--- src/rtl/ram_event_arbiter.sv ---
// -----------------------------------------------------------------------------
// ram_event_arbiter
//
// Two show-ahead event FIFOs share the single HPS to-RAM event channel.
// The arbiter works one packet at a time. Once a source is granted, all of its
// words pass through before another source can be chosen. A packet is one
// header word followed by N payload words. The header must have [31:28] equal
// to MARKER and [15:0] = N with N <= MAX_LEN.
//
// When the head word of the chosen source is not a valid header, the arbiter
// pops that single word and counts an error. This lets upstream framing
// recover one word at a time.
//
// Ports
//   clk, reset               system clock; synchronous active-high reset
//   src0_data/empty/ack      source-0 FIFO head word, empty flag, pop strobe
//   src1_data/empty/ack      source-1 FIFO head word, empty flag, pop strobe
//   out_data/empty, out_ack  show-ahead view presented to the HPS, HPS pop
//   ctrl_enable              0 = start no new packets
//   hps_ctrl                 [0] clear counters, [1] mask src0,
//                            [2] mask src1, [3] fixed priority for src0
//   fpga_status              [1:0] grant (01 src0, 10 src1), [2] busy,
//                            [15:8] err_cnt, [31:16] pkt_cnt (registered)
// -----------------------------------------------------------------------------
module ram_event_arbiter #(
    parameter int unsigned MAX_LEN = 1023,
    parameter logic [3:0]  MARKER  = 4'hE
) (
    input  logic        clk,
    input  logic        reset,

    input  logic [31:0] src0_data,
    input  logic        src0_empty,
    output logic        src0_ack,

    input  logic [31:0] src1_data,
    input  logic        src1_empty,
    output logic        src1_ack,

    output logic [31:0] out_data,
    output logic        out_empty,
    input  logic        out_ack,

    input  logic        ctrl_enable,
    input  logic [31:0] hps_ctrl,
    output logic [31:0] fpga_status
);

    typedef enum logic [1:0] {
        ST_IDLE = 2'd0,
        ST_LOCK = 2'd1,
        ST_DROP = 2'd2
    } state_t;

    state_t      state_q, state_d;
    logic        sel_q, sel_d;          // source owning the current LOCK/DROP
    logic        rr_ptr_q, rr_ptr_d;    // round-robin start point
    logic [16:0] remaining_q, remaining_d;
    logic [7:0]  err_cnt_q, err_cnt_d;
    logic [15:0] pkt_cnt_q, pkt_cnt_d;
    logic [31:0] status_q, status_d;

    logic        err_inc;
    logic        pkt_inc;
    logic        accept;
    logic        pick;
    logic        any_eligible;
    logic [1:0]  grant;
    logic        busy;

    // Per-source views, indexed by source number.
    logic [31:0] src_data [2];
    logic [1:0]  src_empty;
    logic [1:0]  src_mask;
    logic [1:0]  sel_onehot;
    logic [1:0]  eligible;
    logic [1:0]  hdr_ok;
    logic [1:0]  src_ack;

    assign src_data[0] = src0_data;
    assign src_data[1] = src1_data;
    assign src_empty   = {src1_empty, src0_empty};
    assign src_mask    = {hps_ctrl[2], hps_ctrl[1]};
    assign sel_onehot  = {sel_q, ~sel_q};

    // Upper control bits are reserved.
    logic unused_hps_bits;
    assign unused_hps_bits = ^hps_ctrl[31:4];

    genvar gi;
    generate
        for (gi = 0; gi < 2; gi++) begin : g_src
            assign eligible[gi] = ~src_empty[gi] & ~src_mask[gi] & ctrl_enable;

            // Bits [27:16] of a header carry no meaning for framing.
            assign hdr_ok[gi] = (src_data[gi][31:28] == MARKER) &&
                                ({16'd0, src_data[gi][15:0]} <= MAX_LEN);

            // The owner pops on HPS pops while it locks the channel. It pops
            // exactly once, without an HPS pop, when its head word is dropped.
            always_comb begin
                src_ack[gi] = 1'b0;
                if (sel_onehot[gi]) begin
                    if (state_q == ST_LOCK) begin
                        src_ack[gi] = out_ack & ~src_empty[gi];
                    end else if (state_q == ST_DROP) begin
                        src_ack[gi] = 1'b1;
                    end
                end
            end
        end
    endgenerate

    assign src0_ack = src_ack[0];
    assign src1_ack = src_ack[1];

    // Output pass-through only while a packet holds the channel.
    assign out_data  = (state_q == ST_LOCK) ? src_data[sel_q] : 32'd0;
    assign out_empty = (state_q == ST_LOCK) ? src_empty[sel_q] : 1'b1;
    assign accept    = out_ack & ~out_empty;

    // Selection. Fixed priority and a round-robin pointer at src0 both mean
    // "src0 if eligible, otherwise src1". A pointer at src1 means the reverse.
    assign any_eligible = |eligible;
    assign pick = (hps_ctrl[3] || !rr_ptr_q) ? ~eligible[0] : eligible[1];

    // Next-state logic.
    always_comb begin
        state_d     = state_q;
        sel_d       = sel_q;
        rr_ptr_d    = rr_ptr_q;
        remaining_d = remaining_q;
        err_inc     = 1'b0;
        pkt_inc     = 1'b0;

        case (state_q)
            ST_IDLE: begin
                if (any_eligible) begin
                    sel_d = pick;
                    if (hdr_ok[pick]) begin
                        state_d     = ST_LOCK;
                        remaining_d = {1'b0, src_data[pick][15:0]} + 17'd1;
                    end else begin
                        state_d = ST_DROP;
                    end
                end
            end

            ST_LOCK: begin
                if (accept) begin
                    remaining_d = remaining_q - 17'd1;
                    if (remaining_q == 17'd1) begin
                        state_d  = ST_IDLE;
                        pkt_inc  = 1'b1;
                        rr_ptr_d = ~sel_q;
                    end
                end
            end

            ST_DROP: begin
                err_inc = 1'b1;
                state_d = ST_IDLE;
            end

            default: begin
                state_d = ST_IDLE;
            end
        endcase
    end

    // Counters. A clear request has priority over any increment in the same
    // cycle.
    always_comb begin
        err_cnt_d = err_cnt_q;
        pkt_cnt_d = pkt_cnt_q;
        if (hps_ctrl[0]) begin
            err_cnt_d = 8'd0;
            pkt_cnt_d = 16'd0;
        end else begin
            if (err_inc && (err_cnt_q != 8'hFF)) begin
                err_cnt_d = err_cnt_q + 8'd1;
            end
            if (pkt_inc) begin
                pkt_cnt_d = pkt_cnt_q + 16'd1;
            end
        end
    end

    // Status snapshot. It lags the internal state by one cycle.
    assign busy  = (state_q == ST_LOCK);
    assign grant = busy ? (sel_q ? 2'b10 : 2'b01) : 2'b00;

    always_comb begin
        status_d = {pkt_cnt_q, err_cnt_q, 5'd0, busy, grant};
    end

    assign fpga_status = status_q;

    always_ff @(posedge clk) begin
        if (reset) begin
            state_q     <= ST_IDLE;
            sel_q       <= 1'b0;
            rr_ptr_q    <= 1'b0;
            remaining_q <= 17'd0;
            err_cnt_q   <= 8'd0;
            pkt_cnt_q   <= 16'd0;
            status_q    <= 32'd0;
        end else begin
            state_q     <= state_d;
            sel_q       <= sel_d;
            rr_ptr_q    <= rr_ptr_d;
            remaining_q <= remaining_d;
            err_cnt_q   <= err_cnt_d;
            pkt_cnt_q   <= pkt_cnt_d;
            status_q    <= status_d;
        end
    end

endmodule

--- config.mk ---
export PLATFORM = sky130hd
export DESIGN_NAME = ram_event_arbiter
export DESIGN_NICKNAME = d
export VERILOG_FILES = /design/src/rtl/ram_event_arbiter.sv
export SDC_FILE = /design/constraint.sdc
export NUM_CORES = 1
export LEC_CHECK = 0
export BUFFER_PORTS_ARGS = -buffer_cell sky130_fd_sc_hd__buf_4
export CELL_PAD_IN_SITES_DETAIL_PLACEMENT = 1
export CELL_PAD_IN_SITES_GLOBAL_PLACEMENT = 1
export CORE_MARGIN = 2
export CORE_UTILIZATION = 30
export DETAILED_ROUTE_END_ITERATION = 12
export GPL_TIMING_DRIVEN = 0
export PLACE_DENSITY = 0.77
export SLEW_MARGIN = 25
export SYNTH_ARGS = -nofsm -noshare
export SYNTH_HDL_FRONTEND = slang
export SYNTH_SLANG_ARGS = --single-unit
export TNS_END_PERCENT = 10
--- constraint.sdc ---
create_clock -name clk -period 3.3 [get_ports clk]
set_clock_uncertainty 0.15 [all_clocks]
set_input_delay 0.33 -clock clk [delete_from_list [all_inputs] [get_ports clk]]
set_output_delay 0.33 -clock clk [all_outputs]
set_load 0.03 [all_outputs]
# Yosys cells after proc, flatten, opt, wreduce, memory -nomap -nowiden
# Cells that the tools add are included.
[word_totals]
ff_bits = 77
in_bits = 102
output_inout_bits = 67
elab_cells = 91
[op_classes]
add_sub_neg = 4
magnitude_cmp = 6
n_eq_ne = 10
n_mux = 31
bitwise_logic = 17
n_reduce_logical = 14
[op_table]
columns = ["operator", "count"]
rows = [
  ["32-bit 2-to-1 mux", 4],
  ["17-bit 2-to-1 mux", 3],
  ["16-bit 2-to-1 mux", 3],
  ["17-bit case mux with 2 select lines", 1],
  ["16-bit by 10-bit less-or-equal comparator with 1-bit output (second input constant)", 2],
  ["16-bit by 1-bit adder with 17-bit output (second input constant)", 1],
  ["17-bit by 1-bit == test with 1-bit output (second input constant)", 1],
  ["17-bit by 1-bit subtractor with 17-bit output (second input constant)", 1],
  ["16-bit by 1-bit adder with 16-bit output (second input constant)", 1],
  ["1-bit 2-to-1 mux", 14],
  ["2-bit 2-to-1 mux", 5],
  ["8-bit by 1-bit adder with 8-bit output (second input constant)", 1],
  ["4-bit == test (second input constant)", 2],
  ["8-bit inequality test (second input constant)", 1],
  ["1-bit NOT", 8],
  ["1-bit AND", 7],
  ["2-bit inequality test (second input constant)", 3],
  ["3-bit AND reduction", 2],
  ["2-bit OR reduction", 3],
  ["2-bit >= comparator (second input constant)", 2],
  ["1-bit by 2-bit less-than comparator with 1-bit output (second input constant)", 2],
  ["1-bit NOT with 2-bit output", 2],
  ["2-bit case mux with 2 select lines", 1],
  ["4-bit AND reduction", 1],
  ["other kinds (9)", 11],
]

# Longest topological paths before layout
# Gate-level depths: netlist (run 1).
[depth]
depth_word = 13
mapped_depth = 13
depth_no_buf = 12

# Worst setup path after synthesis (run 1)
# Ideal clock, no wire load.
[synth_timing]
kind = "in2reg"
startpoint = "input hps_ctrl[1]"
endpoint = "register remaining_q[10]"
setup_ps = 71
arrival_time_ps = 2766
t_required_ps = 3079
path_slack_ps = 313
path_stages = 12
n_path_buf = 1
cell_sequence = "or3b_1 -> mux2i_4 -> buf_2 -> nand2_1 -> nand2_1 -> ha_1 -> nand3_1 -> nor3_1 -> nand4_1 -> a211o_1 -> a31o_2 -> a21oi_1"
[synth_between]
elab_chain_len = 13
word_cells_on_any_way = 19
classes_between = "1 x add/sub; 2 x eq/ne; 9 x mux; 5 x bitwise; 2 x reduce/logical"
[synth_lines]
columns = ["item", "line_no", "source"]
rows = [
  ["start: declaration", "45", "input logic [31:0] hps_ctrl,"],
  ["1-bit NOT *", "93", "assign eligible[gi] = ~src_empty[gi] & ~src_mask[gi] & ctrl_enable;"],
  ["1-bit AND * (2 in series)", "93", ""],
  ["1-bit NOT", "125", "assign pick = (hps_ctrl[3] || !rr_ptr_q) ? ~eligible[0] : eligible[1];"],
  ["1-bit 2-to-1 mux", "125", ""],
  ["1-bit NOT with 2-bit output (not written as such)", "142", "remaining_d = {1'b0, src_data[pick][15:0]} + 17'd1;"],
  ["16-bit 2-to-1 mux (not written as such) (3 in series)", "142", ""],
  ["16-bit by 1-bit adder with 17-bit output", "142", ""],
  ["17-bit 2-to-1 mux", "140", "if (hdr_ok[pick]) begin"],
  ["17-bit 2-to-1 mux", "138", "if (any_eligible) begin"],
  ["17-bit case mux with 2 select lines", "136", "case (state_q)"],
  ["end signal: assignment", "212", "remaining_q <= remaining_d;"],
  ["end: declaration", "58", "logic [16:0] remaining_q, remaining_d;"],
]
# Every way passes the cells marked *; elsewhere a longest branch is shown, timed or not. The select of a mux whose other input is x is not followed.
# A chain may end at the register's enable or synchronous reset.

# Final worst setup path (run 1)
[layout_timing]
startpoint = "register rr_ptr_q"
endpoint = "register remaining_q[10]"
[layout_between]
elab_chain_len = 11
word_cells_on_any_way = 15
classes_between = "1 x add/sub; 1 x eq/ne; 9 x mux; 1 x bitwise; 3 x reduce/logical"
[layout_lines]
columns = ["item", "line_no", "source"]
rows = [
  ["start: declaration", "57", "logic rr_ptr_q, rr_ptr_d;"],
  ["start signal: assignment", "211", "rr_ptr_q <= rr_ptr_d;"],
  ["1-bit logical NOT *", "125", ""],
  ["1-bit logical OR *", "125", ""],
  ["1-bit 2-to-1 mux *", "125", ""],
  ["1-bit NOT with 2-bit output (not written as such)", "142", ""],
  ["16-bit 2-to-1 mux (not written as such) (3 in series)", "142", ""],
  ["16-bit by 1-bit adder with 17-bit output", "142", ""],
  ["17-bit 2-to-1 mux", "140", ""],
  ["17-bit 2-to-1 mux", "138", ""],
  ["17-bit case mux with 2 select lines", "136", ""],
]
# Marked as above.

==> flow_metrics.env, run 1 <==
export IMPL_grt_pass1_vias=4230
export IMPL_final_common_cell="buf_4"
export IMPL_cts_tree="yes"
export IMPL_yosysWarningCount=0
export IMPL_cts_hold_buf=0
export IMPL_hold_path_class="primary input to flip-flop"
export IMPL_timing_fmax_ghz=0.333
export IMPL_multi_input_area_mm2=0.00238
export IMPL_ys_flop_type="dfxtp_1"
export IMPL_path_cells="nand2b_1 -> mux2i_4 -> buf_2 -> nand2_1 -> nand2_1 -> ha_1 -> nand3_1 -> nor3_1 -> nand4_1 -> a211o_1 -> a31o_2 -> a21oi_1"
export IMPL_first_pass_iters=4
export IMPL_drive_gt1_share_pct=27.8
export IMPL_yosys_area_top_type_share_pct=35.8
export IMPL_path_common_cell="nand2_1"
export IMPL_routed_wl_mm=12.2
export IMPL_coreArea_mm2=0.0132
export IMPL_slew_headroom_pct=53.9
export IMPL_netlist_top_cells_area="dfxtp_1, mux2i_1, nor2_1, a21oi_1, nor2b_1"
export IMPL_clockBufferDepth=2
export IMPL_num_antenna_cells=0
export IMPL_crit_cells=12
export IMPL_numCtsBuffers=9
export IMPL_worst_ep_required_time_ns=3.41
export IMPL_portBuffers=134
export IMPL_cts_resized=0
export IMPL_grt_usage_pct=17.4
export IMPL_clock_sinks=72
export IMPL_final_fill_count=1608
export IMPL_vias_per_cell=4.94
export IMPL_crit_slowest_cell="nor3_1"
export IMPL_start_util_pct=30.5
export IMPL_async_flop_share_pct=0
export IMPL_synth_seq_cells=72
export IMPL_period_minus_slack_ns=3.00
export IMPL_post_dp_cell_area_mm2=0.00527
export IMPL_holdPathStages=2
export IMPL_leakage_nw=2.24
export IMPL_path_clk_slew_ns=0.06
export IMPL_peakVddDrop_mv=0.294
export IMPL_gp_congestion=0.828
export IMPL_nNetsFinal=746
export IMPL_synth_edf_count=0
export IMPL_vias=4049
export IMPL_syn2layout_area_growth_pct=39.2
export IMPL_path_class="flip-flop to flip-flop"
export IMPL_cp_num_buf_inv=1
export IMPL_grt_start_max_net_pins=13
export IMPL_yosysTopAreaCell="dfxtp_1"
export IMPL_io_pin_count=169
export IMPL_overflow=0
export IMPL_synth_cells=488
export IMPL_cts_root_buffer="clkbuf_16"
export IMPL_final_cell_mix="buf_4, nor2_1, dfxtp_1, mux2i_1, a21oi_1"
export IMPL_tightestPinTransition_ns=0.691
export IMPL_hold_violations=0
export IMPL_arrival_ns=3.11
export IMPL_critical_path_max_stage_delay_ns=0.33
export IMPL_start_kind="flip-flop"
export IMPL_r2r_cells=12
export IMPL_antenna_found_initial=0
export IMPL_postCtsSetupBuffers=2
export IMPL_finalCritPeriodShare_pct=91.0
export IMPL_register_area_mm2=0.00144
export IMPL_cts_htree_levels=3
export IMPL_die_area_mm2=0.0144
export IMPL_synth_area_mm2=0.00403
export IMPL_dp_hpwl_mm=9.53
export IMPL_outcome="complete, no violations"
export IMPL_end_kind="flip-flop"
export IMPL_fp_dieW_um=120
export IMPL_ys_seq_area_share_pct=35.8
export IMPL_synth_distinct_cells=56
export IMPL_rsz0062_at_grt="false"
export IMPL_die_height_um=120
export IMPL_cp_top_family="simple AND/OR/NAND/NOR gates"
export IMPL_drc=0
export IMPL_finalSetupViolCount=0
export IMPL_crit_fanout=10
export IMPL_post_synth_cell_area_avg_um2=8.25
export IMPL_clock_latency_ns=0.33
export IMPL_postLayoutCellArea_mm2=0.00560
export IMPL_drtAntennaViolNets=0
export IMPL_report_final_slew_viol_count=0
export IMPL_grt_first_pass_wirelength_mm=20.3
export IMPL_rows=42
export IMPL_drt_initial_drc_count=158
export IMPL_wire_per_inst_um=14.9
export IMPL_power_density_mw_per_mm2=385
export IMPL_fin_util_pct=42.5
export IMPL_maxCapViolCount=0
[path summary, 6_finish.rpt]
kind / start / endpoint / slack (ns)
worst max-delay path: rr_ptr_q$_SDFFE_PP0P_ / remaining_q[10]$_SDFFE_PP0P_ / 0.30
worst min-delay path: reset / fpga_status[8]$_SDFF_PP0_ / 0.09
worst max register to register: rr_ptr_q$_SDFFE_PP0P_ / remaining_q[10]$_SDFFE_PP0P_ / 0.30
worst min register to register: remaining_q[10]$_SDFFE_PP0P_ / remaining_q[10]$_SDFFE_PP0P_ / 0.30
[cell type report]
cell class / count / share of cell area (%)
sequential: 72 / 25.7
clock buffer: 10 / 4.27
clock inverter: 5 / 1.45
timing repair buffer: 136 / 18.2
tap: 176 / 3.93
multi-input combinational: 378 / 42.6
buffer: 32 / 3.17
inverter: 10 / 0.670
[sequential cells by signal (all words and copies together) (netlist names)]
name / count
pkt_cnt_q: 16
fpga_status: 27
sel_q: 1
err_cnt_q: 8
remaining_q: 17
rr_ptr_q: 1
state_q: 2
[report_power, final]
part | total [mW] | internal [mW] | leakage [nW] | switching [mW]
logic | 0.236 | 0.119 | 1.51 | 0.117
registers | 0.874 | 0.872 | 0.580 | 0.00211
clock network | 1.05 | 0.678 | 0.155 | 0.368
total | 2.16 | 1.67 | 2.24 | 0.487
[per-stage QoR]
step | cells | worst slack, ns | power (mW) | hold slack [ns] | setup TNS (ns)
after detailed placement | 802 | -0.323 | 1.13 | 0.297 | -0.410
after global routing | 819 | 0.0564 | 2.23 | 0.0907 | 0
after floorplan | 492 | 0.313 | 1.01 | 0.276 | 0
after CTS | 819 | 0.264 | 2.17 | 0.0902 | 0
final | 819 | 0.297 | 2.16 | 0.0897 | 0
after global placement | 802 | -0.220 | 1.12 | 0.289 | -0.220
[synthesized netlist by cell type (4+ instances only)]
master and count:
nand2_1 25, clkbuf_1 15, ha_1 5, buf_1 5, o32ai_1 4, o21ai_0 23, a21oi_1 30, nand3_1 16
or2_2 4, xor2_1 15, and2_1 5, a211oi_1 5, and3_1 4, xnor2_1 12, and4_1 4, nand4_1 13
nor2b_1 23, mux2i_1 42, buf_4 5, nor3_1 14, dfxtp_1 72, or3_1 13, nor2_1 74, inv_1 10
nand2b_1 4
[routing by layer]
| metal | GRT usage [%] | vias up | part of all wire (%) |
|---|---|---|---|
| met5 | 0 | - | 0 |
| met4 | 5.37 | 0 | 1.7 |
| met3 | 3.52 | 17 | 5.3 |
| met2 | 31.2 | 123 | 50 |
| met1 | 20.7 | 1906 | 43 |
| li1 | - | 2003 | - |
[worst reg2reg max path: stages, from the launching register on]
cell,delay (ns)
dfxtp_1,0.31
nand2b_1,0.13
mux2i_4,0.26
buf_2,0.25
nand2_1,0.08
nand2_1,0.07
ha_1,0.28
nand3_1,0.21
nor3_1,0.33
nand4_1,0.18
a211o_1,0.32
a31o_2,0.23
a21oi_1,0.12
[logic make-up after synthesis]
group / Yosys count / share of synthesized area, %
xor+xnor: 27 / 5.87
fa+ha+maj: 5 / 1.55
compound gates: 79 / 11.8
other cells: 1 / 0.0931
simple gates: 217 / 28.0
mux: 45 / 11.6
buf+inv: 42 / 5.35
flops: 72 / 35.8
(Power assumes the default switching activity.)
==> inputs of run 2 (changes only) <==
--- a/config.mk
+++ b/config.mk
@@ -5,6 +5,7 @@
 export SDC_FILE = /design/constraint.sdc
 export NUM_CORES = 1
 export LEC_CHECK = 0
+export ABC_AREA = 1
 export BUFFER_PORTS_ARGS = -buffer_cell sky130_fd_sc_hd__buf_4
 export CELL_PAD_IN_SITES_DETAIL_PLACEMENT = 1
 export CELL_PAD_IN_SITES_GLOBAL_PLACEMENT = 1
@@ -12,7 +13,7 @@
 export CORE_UTILIZATION = 30
 export DETAILED_ROUTE_END_ITERATION = 12
 export GPL_TIMING_DRIVEN = 0
-export PLACE_DENSITY = 0.77
+export PLACE_DENSITY = 0.79
 export SLEW_MARGIN = 25
 export SYNTH_ARGS = -nofsm -noshare
 export SYNTH_HDL_FRONTEND = slang
==> run 2 against run 1 <==
Compared with the run above:
- clock power barely moved
- setup slack better by 0.072 ns
- critical endpoint is now out_data[23]
- largest power group unchanged
- hold slack improved by 0.082 ns
- synthesized cell count increased by 48%
- global-route usage increased by 2.5 points
==> flow_metrics.env, run 2 <==
export IMPL_synth_area_mm2=0.00450
export IMPL_tns_ns=0
export IMPL_async_flop_share_pct=0
export IMPL_leakage_nw=2.84
export IMPL_yosysWarningCount=0
export IMPL_wire_per_inst_um=15.0
export IMPL_stdcell_count=1060
export IMPL_hold_path_class="primary input to flip-flop"
export IMPL_synth_edf_count=0
export IMPL_tightestPinTransition_ns=0.730
export IMPL_end_kind="primary output"
export IMPL_path_class="flip-flop to primary output"
export IMPL_dp_hpwl_mm=12.6
export IMPL_cts_tree="yes"
export IMPL_grt_first_pass_wirelength_mm=26.1
export IMPL_power_density_mw_per_mm2=362
export IMPL_drc=0
export IMPL_vias=5183
export IMPL_portBuffers=134
export IMPL_ys_seq_area_share_pct=32.0
export IMPL_worst_ep_required_time_ns=2.82
export IMPL_die_height_um=126
export IMPL_dpl_worst_slack_ns=0.712
export IMPL_period_minus_slack_ns=2.93
export IMPL_first_pass_iters=4
export IMPL_yosys_area_top_type_share_pct=32.0
export IMPL_final_fill_count=1919
export IMPL_overflow=0
export IMPL_outcome="complete, no violations"
export IMPL_gp_congestion=0.853
export IMPL_finalSetupViolCount=0
export IMPL_dp_cells=1045
export IMPL_clock_latency_ns=0.33
export IMPL_cts_hold_buf=0
export IMPL_maxCapViolCount=0
export IMPL_syn2layout_area_growth_pct=34.9
export IMPL_clock_sinks=72
export IMPL_rows=44
export IMPL_start_util_pct=30.8
export IMPL_synth_seq_cells=72
export IMPL_path_clk_slew_ns=0.05
export IMPL_cts_root_buffer="clkbuf_16"
export IMPL_antenna_found_initial=0
export IMPL_multi_input_area_mm2=0.00259
export IMPL_numCtsBuffers=9
export IMPL_yosysTopAreaCell="dfxtp_1"
export IMPL_cp_num_buf_inv=6
export IMPL_crit_fanout=10
export IMPL_final_cell_mix="nand2_1, buf_4, nor2_1, a21oi_1, inv_1"
export IMPL_netlist_top_cells_area="dfxtp_1, nand2_1, a21oi_1, nor2_1, inv_1"
export IMPL_ys_flop_type="dfxtp_1"
export IMPL_synth_cells=723
export IMPL_slew_headroom_pct=51.3
export IMPL_grt_usage_pct=19.9
export IMPL_vias_per_cell=4.89
export IMPL_arrival_ns=2.45
export IMPL_register_area_mm2=0.00144
export IMPL_post_synth_cell_area_avg_um2=6.22
export IMPL_drtAntennaViolNets=0
export IMPL_grt_start_max_net_pins=13
export IMPL_cts_htree_levels=3
export IMPL_coreArea_mm2=0.0146
export IMPL_synth_distinct_cells=35
export IMPL_postCtsSetupBuffers=0
export IMPL_worst_slack_ns=0.368
export IMPL_peakVddDrop_mv=0.249
export IMPL_hold_violations=0
export IMPL_num_antenna_cells=0
export IMPL_yosysMostFrequentCell="nand2_1"
export IMPL_nNetsFinal=979
export IMPL_path_common_cell="inv_1"
export IMPL_cts_resized=0
export IMPL_final_common_cell="nand2_1"
export IMPL_post_dp_cell_area_mm2=0.00575
export IMPL_crit_slowest_cell="dfxtp_1"
export IMPL_start_kind="flip-flop"
export IMPL_largest_reg_flops=27
export IMPL_synth_common_cells="nand2_1, nor2_1, a21oi_1"
export IMPL_cp_top_family="buffers and inverters"
export IMPL_report_final_slew_viol_count=0
export IMPL_routed_wl_mm=15.9
export IMPL_grt_pass1_vias=5307
export IMPL_critical_path_max_stage_delay_ns=0.40
export IMPL_rsz0062_at_grt="false"
export IMPL_fp_dieW_um=126
export IMPL_finalCritPeriodShare_pct=88.8
export IMPL_postLayoutCellArea_mm2=0.00607
export IMPL_clockBufferDepth=2
export IMPL_path_cells="inv_1 -> nor2_1 -> buf_2 -> inv_1 -> buf_1 -> clkbuf_1 -> a21oi_1 -> buf_4"
export IMPL_drt_initial_drc_count=245
export IMPL_timing_fmax_ghz=0.341
export IMPL_die_area_mm2=0.0160
export IMPL_drive_gt1_share_pct=22.9
export IMPL_io_pin_count=169
-- run 2: cell count changes after synthesis, moves of 13 or more --
cell,before,now
nand2_1,25,178
inv_1,10,74
a21oi_1,30,78
mux2i_1,42,0
nand3_1,16,39
nor2b_1,23,0
nor2_1,74,95
o21ai_0,23,44
or3_1,13,0
-- run 2: where the power goes --
part | internal (mW) | switching, mW | leakage (nW)
sequential | 0.872 | 0.00137 | 0.580
clock | 0.678 | 0.374 | 0.155
combinational | 0.111 | 0.165 | 2.10
-- run 2: cells by family (layout without fill, tap and decap cells) --
kind of cell / count (synthesis) / after routing / share of synthesized area (%)
AOI/OAI and AO/OA: 141 / 141 / 16.5
buffers and inverters: 113 / 262 / 10.7
xor gates and xnor gates: 14 / 14 / 2.72
DFF: 72 / 72 / 32.0
adders and majority gates: 5 / 5 / 1.39
other: 1 / 5 / 0.0833
and+or+nand+nor: 377 / 377 / 36.6
-- run 2: through the flow --
step	utilization, %	power, mW	hold WS (ns)
after CTS	41.6	2.22	0.162
after floorplan	-	1.04	0.278
after global routing	41.6	2.29	0.211
final	41.6	2.20	0.171
after global placement	39.4	1.16	0.319
after detailed placement	39.4	1.17	0.324
-- run 2: cell type report --
cell class              instances  share of cell area [%]
multi-input cells             542                    42.7
flip-flops and latches         72                    23.7
repair buffers                134                    16.6
inverters                      80                    4.95
clock buffers                  10                    3.94
well taps                     184                    3.79
plain buffers                  33                    2.97
clock inverters                 5                    1.34
-- run 2: path summary, 6_finish.rpt --
check	from	end	slack [ns]	cells after the start
max	state_q[0]$_SDFFE_PP0P_	out_data[23]	0.37	8
min reg2reg	pkt_cnt_q[14]$_SDFFE_PP0P_	pkt_cnt_q[14]$_SDFFE_PP0P_	0.34	2
max reg2reg	rr_ptr_q$_SDFFE_PP0P_	remaining_q[12]$_SDFFE_PP0P_	0.96	16
min	hps_ctrl[0]	err_cnt_q[6]$_SDFFE_PP0P_	0.17	4
-- run 2: worst min-delay path, stage by stage --
cell     delay [ns]
buf_4          0.08
nor2_1         0.07
o21ai_0        0.08
a21oi_1        0.04
-- run 2: metal layers --
metal / global-route usage [%] / up-vias / routed length, um
met5: 0 / - / 0
met4: 3.49 / 0 / 158
met3: 4.64 / 11 / 665
met2: 35.0 / 104 / 7830
met1: 25.1 / 2443 / 7270
li1: - / 2625 / -
==> inputs of run 3 (changes only) <==
--- a/config.mk
+++ b/config.mk
@@ -12,7 +12,6 @@
 export CORE_MARGIN = 2
 export CORE_UTILIZATION = 30
 export DETAILED_ROUTE_END_ITERATION = 12
-export GPL_TIMING_DRIVEN = 0
 export PLACE_DENSITY = 0.79
 export SLEW_MARGIN = 25
 export SYNTH_ARGS = -nofsm -noshare
==> constraint.sdc (replaced) <==
create_clock -name clk -period 3.3 [get_ports clk]
set_clock_uncertainty 0.15 [all_clocks]
set_input_delay 0.66 -clock clk [delete_from_list [all_inputs] [get_ports clk]]
set_output_delay 0.66 -clock clk [all_outputs]
set_load 0.03 [all_outputs]
==> run 3 against run 2 <==
Compared with the run above:
- final cell count decreased by 2.1%
- via count is 3.1% lower
- clock power shrank 9.9%
- critical endpoint is now out_data[18]
- largest power group unchanged
==> flow_metrics.env, run 3 (synthesized netlist as in run 2, its figures left out) <==
export IMPL_power_mw=2.08
export IMPL_syn2layout_area_growth_pct=32.0
export IMPL_cts_hold_buf=0
export IMPL_pwr_share_clk_pct=45.4
export IMPL_portBuffers=135
export IMPL_dr_wl_met3_um=586
export IMPL_maxCapViolCount=0
export IMPL_cts_root_buffer="clkbuf_16"
export IMPL_worst_slack_ns=0.386
export IMPL_tightestPinTransition_ns=0.845
export IMPL_routed_wl_mm=14.7
export IMPL_grt_first_pass_wirelength_mm=24.6
export IMPL_path_cells="inv_1 -> nor2_1 -> buf_4 -> inv_1 -> a21oi_1 -> buf_4"
export IMPL_path_clk_slew_ns=0.06
export IMPL_end_kind="primary output"
export IMPL_arrival_ns=2.10
export IMPL_outcome="complete, no violations"
export IMPL_io_pin_count=169
export IMPL_antenna_found_initial=0
export IMPL_gp_congestion=0.800
export IMPL_cts_tree="yes"
export IMPL_cts_resized=0
export IMPL_multi_input_area_mm2=0.00259
export IMPL_fp_dieW_um=126
export IMPL_wirelength_met1_mm=6.84
export IMPL_path_class="flip-flop to primary output"
export IMPL_start_util_pct=30.8
export IMPL_grt_usage_pct=18.4
export IMPL_postLayoutCellArea_mm2=0.00594
export IMPL_drt_initial_drc_count=247
export IMPL_clock_latency_ns=0.33
export IMPL_drtAntennaViolNets=0
export IMPL_rows=44
export IMPL_clockBufferDepth=2
export IMPL_swShare_pct=24.4
export IMPL_crit_fanout=23
export IMPL_seqPwrFrac_pct=42.0
export IMPL_drive_gt1_share_pct=22.8
export IMPL_peakVddDrop_mv=0.243
export IMPL_hold_path_class="flip-flop to flip-flop"
export IMPL_num_antenna_cells=0
export IMPL_wire_per_inst_um=14.1
export IMPL_postCtsSetupBuffers=0
export IMPL_switching_power_uw=507
export IMPL_grt_start_max_net_pins=38
export IMPL_die_area_mm2=0.0160
export IMPL_coreArea_mm2=0.0146
export IMPL_dpl_worst_slack_ns=0.416
export IMPL_slew_headroom_pct=43.5
export IMPL_first_pass_iters=4
export IMPL_crit_slowest_cell="dfxtp_1"
export IMPL_tns_ns=0
export IMPL_vias_per_cell=4.84
export IMPL_leakage_nw=2.78
export IMPL_dr_max_layer_used="met4"
export IMPL_final_common_cell="nand2_1"
export IMPL_pwr_share_comb_pct=12.5
export IMPL_dr_wl_met2_mm=7.07
export IMPL_rsz0062_at_grt="false"
export IMPL_timing_fmax_ghz=0.343
export IMPL_drc=0
export IMPL_dp_cells=1023
export IMPL_report_final_slew_viol_count=0
export IMPL_fin_util_pct=40.7
export IMPL_power_density_mw_per_mm2=350
export IMPL_cp_top_family="buffers and inverters"
export IMPL_period_minus_slack_ns=2.91
export IMPL_worst_ep_required_time_ns=2.49
export IMPL_finalCritPeriodShare_pct=88.3
export IMPL_vias=5021
export IMPL_critical_path_max_stage_delay_ns=0.40
export IMPL_register_area_mm2=0.00144
export IMPL_largest_reg_flops=27
export IMPL_final_cell_mix="nand2_1, buf_4, nor2_1, a21oi_1, inv_1"
export IMPL_cp_num_buf_inv=4
export IMPL_start_kind="flip-flop"
export IMPL_overflow=0
export IMPL_dp_hpwl_mm=11.4
export IMPL_clock_sinks=72
export IMPL_stdcell_count=1038
export IMPL_p_int_mw=1.57
export IMPL_grt_pass1_vias=5118
export IMPL_nNetsFinal=957
export IMPL_fin_hold_ws_ns=0.331
export IMPL_finalSetupViolCount=0
export IMPL_die_height_um=126
export IMPL_cts_htree_levels=3
export IMPL_final_fill_count=1927
export IMPL_numCtsBuffers=9
export IMPL_post_dp_cell_area_mm2=0.00565
export IMPL_hold_violations=0
==> run 3: cell types whose count changed in the layout (fill, tap and decap cells not counted) <==
cell and delta:
clkbuf_1 -12, buf_1 -4, buf_6 -3, buf_2 -6
clkinv_2 +2, buf_4 +4, clkinv_4 -1, clkinvlp_4 -1
bufinv_16 -1
==> run 3: layout make-up <==
type                    instances  share of cell area, %
inverters                      80                   5.05
well taps                     184                   3.87
repair buffers                145                   18.3
flip-flops and latches         72                   24.3
multi-input cells             542                   43.7
clock buffers                  11                   4.09
clock inverters                 4                  0.758
==> run 3: routing by layer <==
layer | vias to the layer above | GRT usage (%)
li1 | 2574 | -
met1 | 2340 | 24.1
met2 | 95 | 31.2
met3 | 12 | 4.05
met4 | 0 | 4.07
met5 | - | 0
==> run 3: worst min-delay path: cells and delay by family, from the launching register on <==
| kind | cells | cell delay [ns] |
|---|---|---|
| buf+inv | 1 | 0.07 |
| flops | 1 | 0.33 |
| simple gates | 1 | 0.04 |
==> run 3: power groups by stage <==
stage                     combinational [mW]  clock (mW)  sequential (mW)
after CTS                              0.263       0.969            0.874
final                                  0.261       0.946            0.874
after global placement                 0.258           0            0.893
after floorplan                        0.149           0            0.893
after detailed placement               0.262           0            0.893
after global routing                   0.295        1.00            0.874
==> run 3: final timing paths <==
| kind | depth (start not counted) | slack (ns) | start | endpoint |
|---|---|---|---|---|
| worst min register to register | 2 | 0.33 | pkt_cnt_q[15]$_SDFFE_PP0P_ | fpga_status[31]$_SDFF_PP0_ |
| worst min-delay path | 2 | 0.33 | pkt_cnt_q[15]$_SDFFE_PP0P_ | fpga_status[31]$_SDFF_PP0_ |
| worst max-delay path | 6 | 0.39 | state_q[0]$_SDFFE_PP0P_ | out_data[18] |
| worst max register to register | 10 | 0.83 | state_q[0]$_SDFFE_PP0P_ | pkt_cnt_q[6]$_SDFFE_PP0P_ |
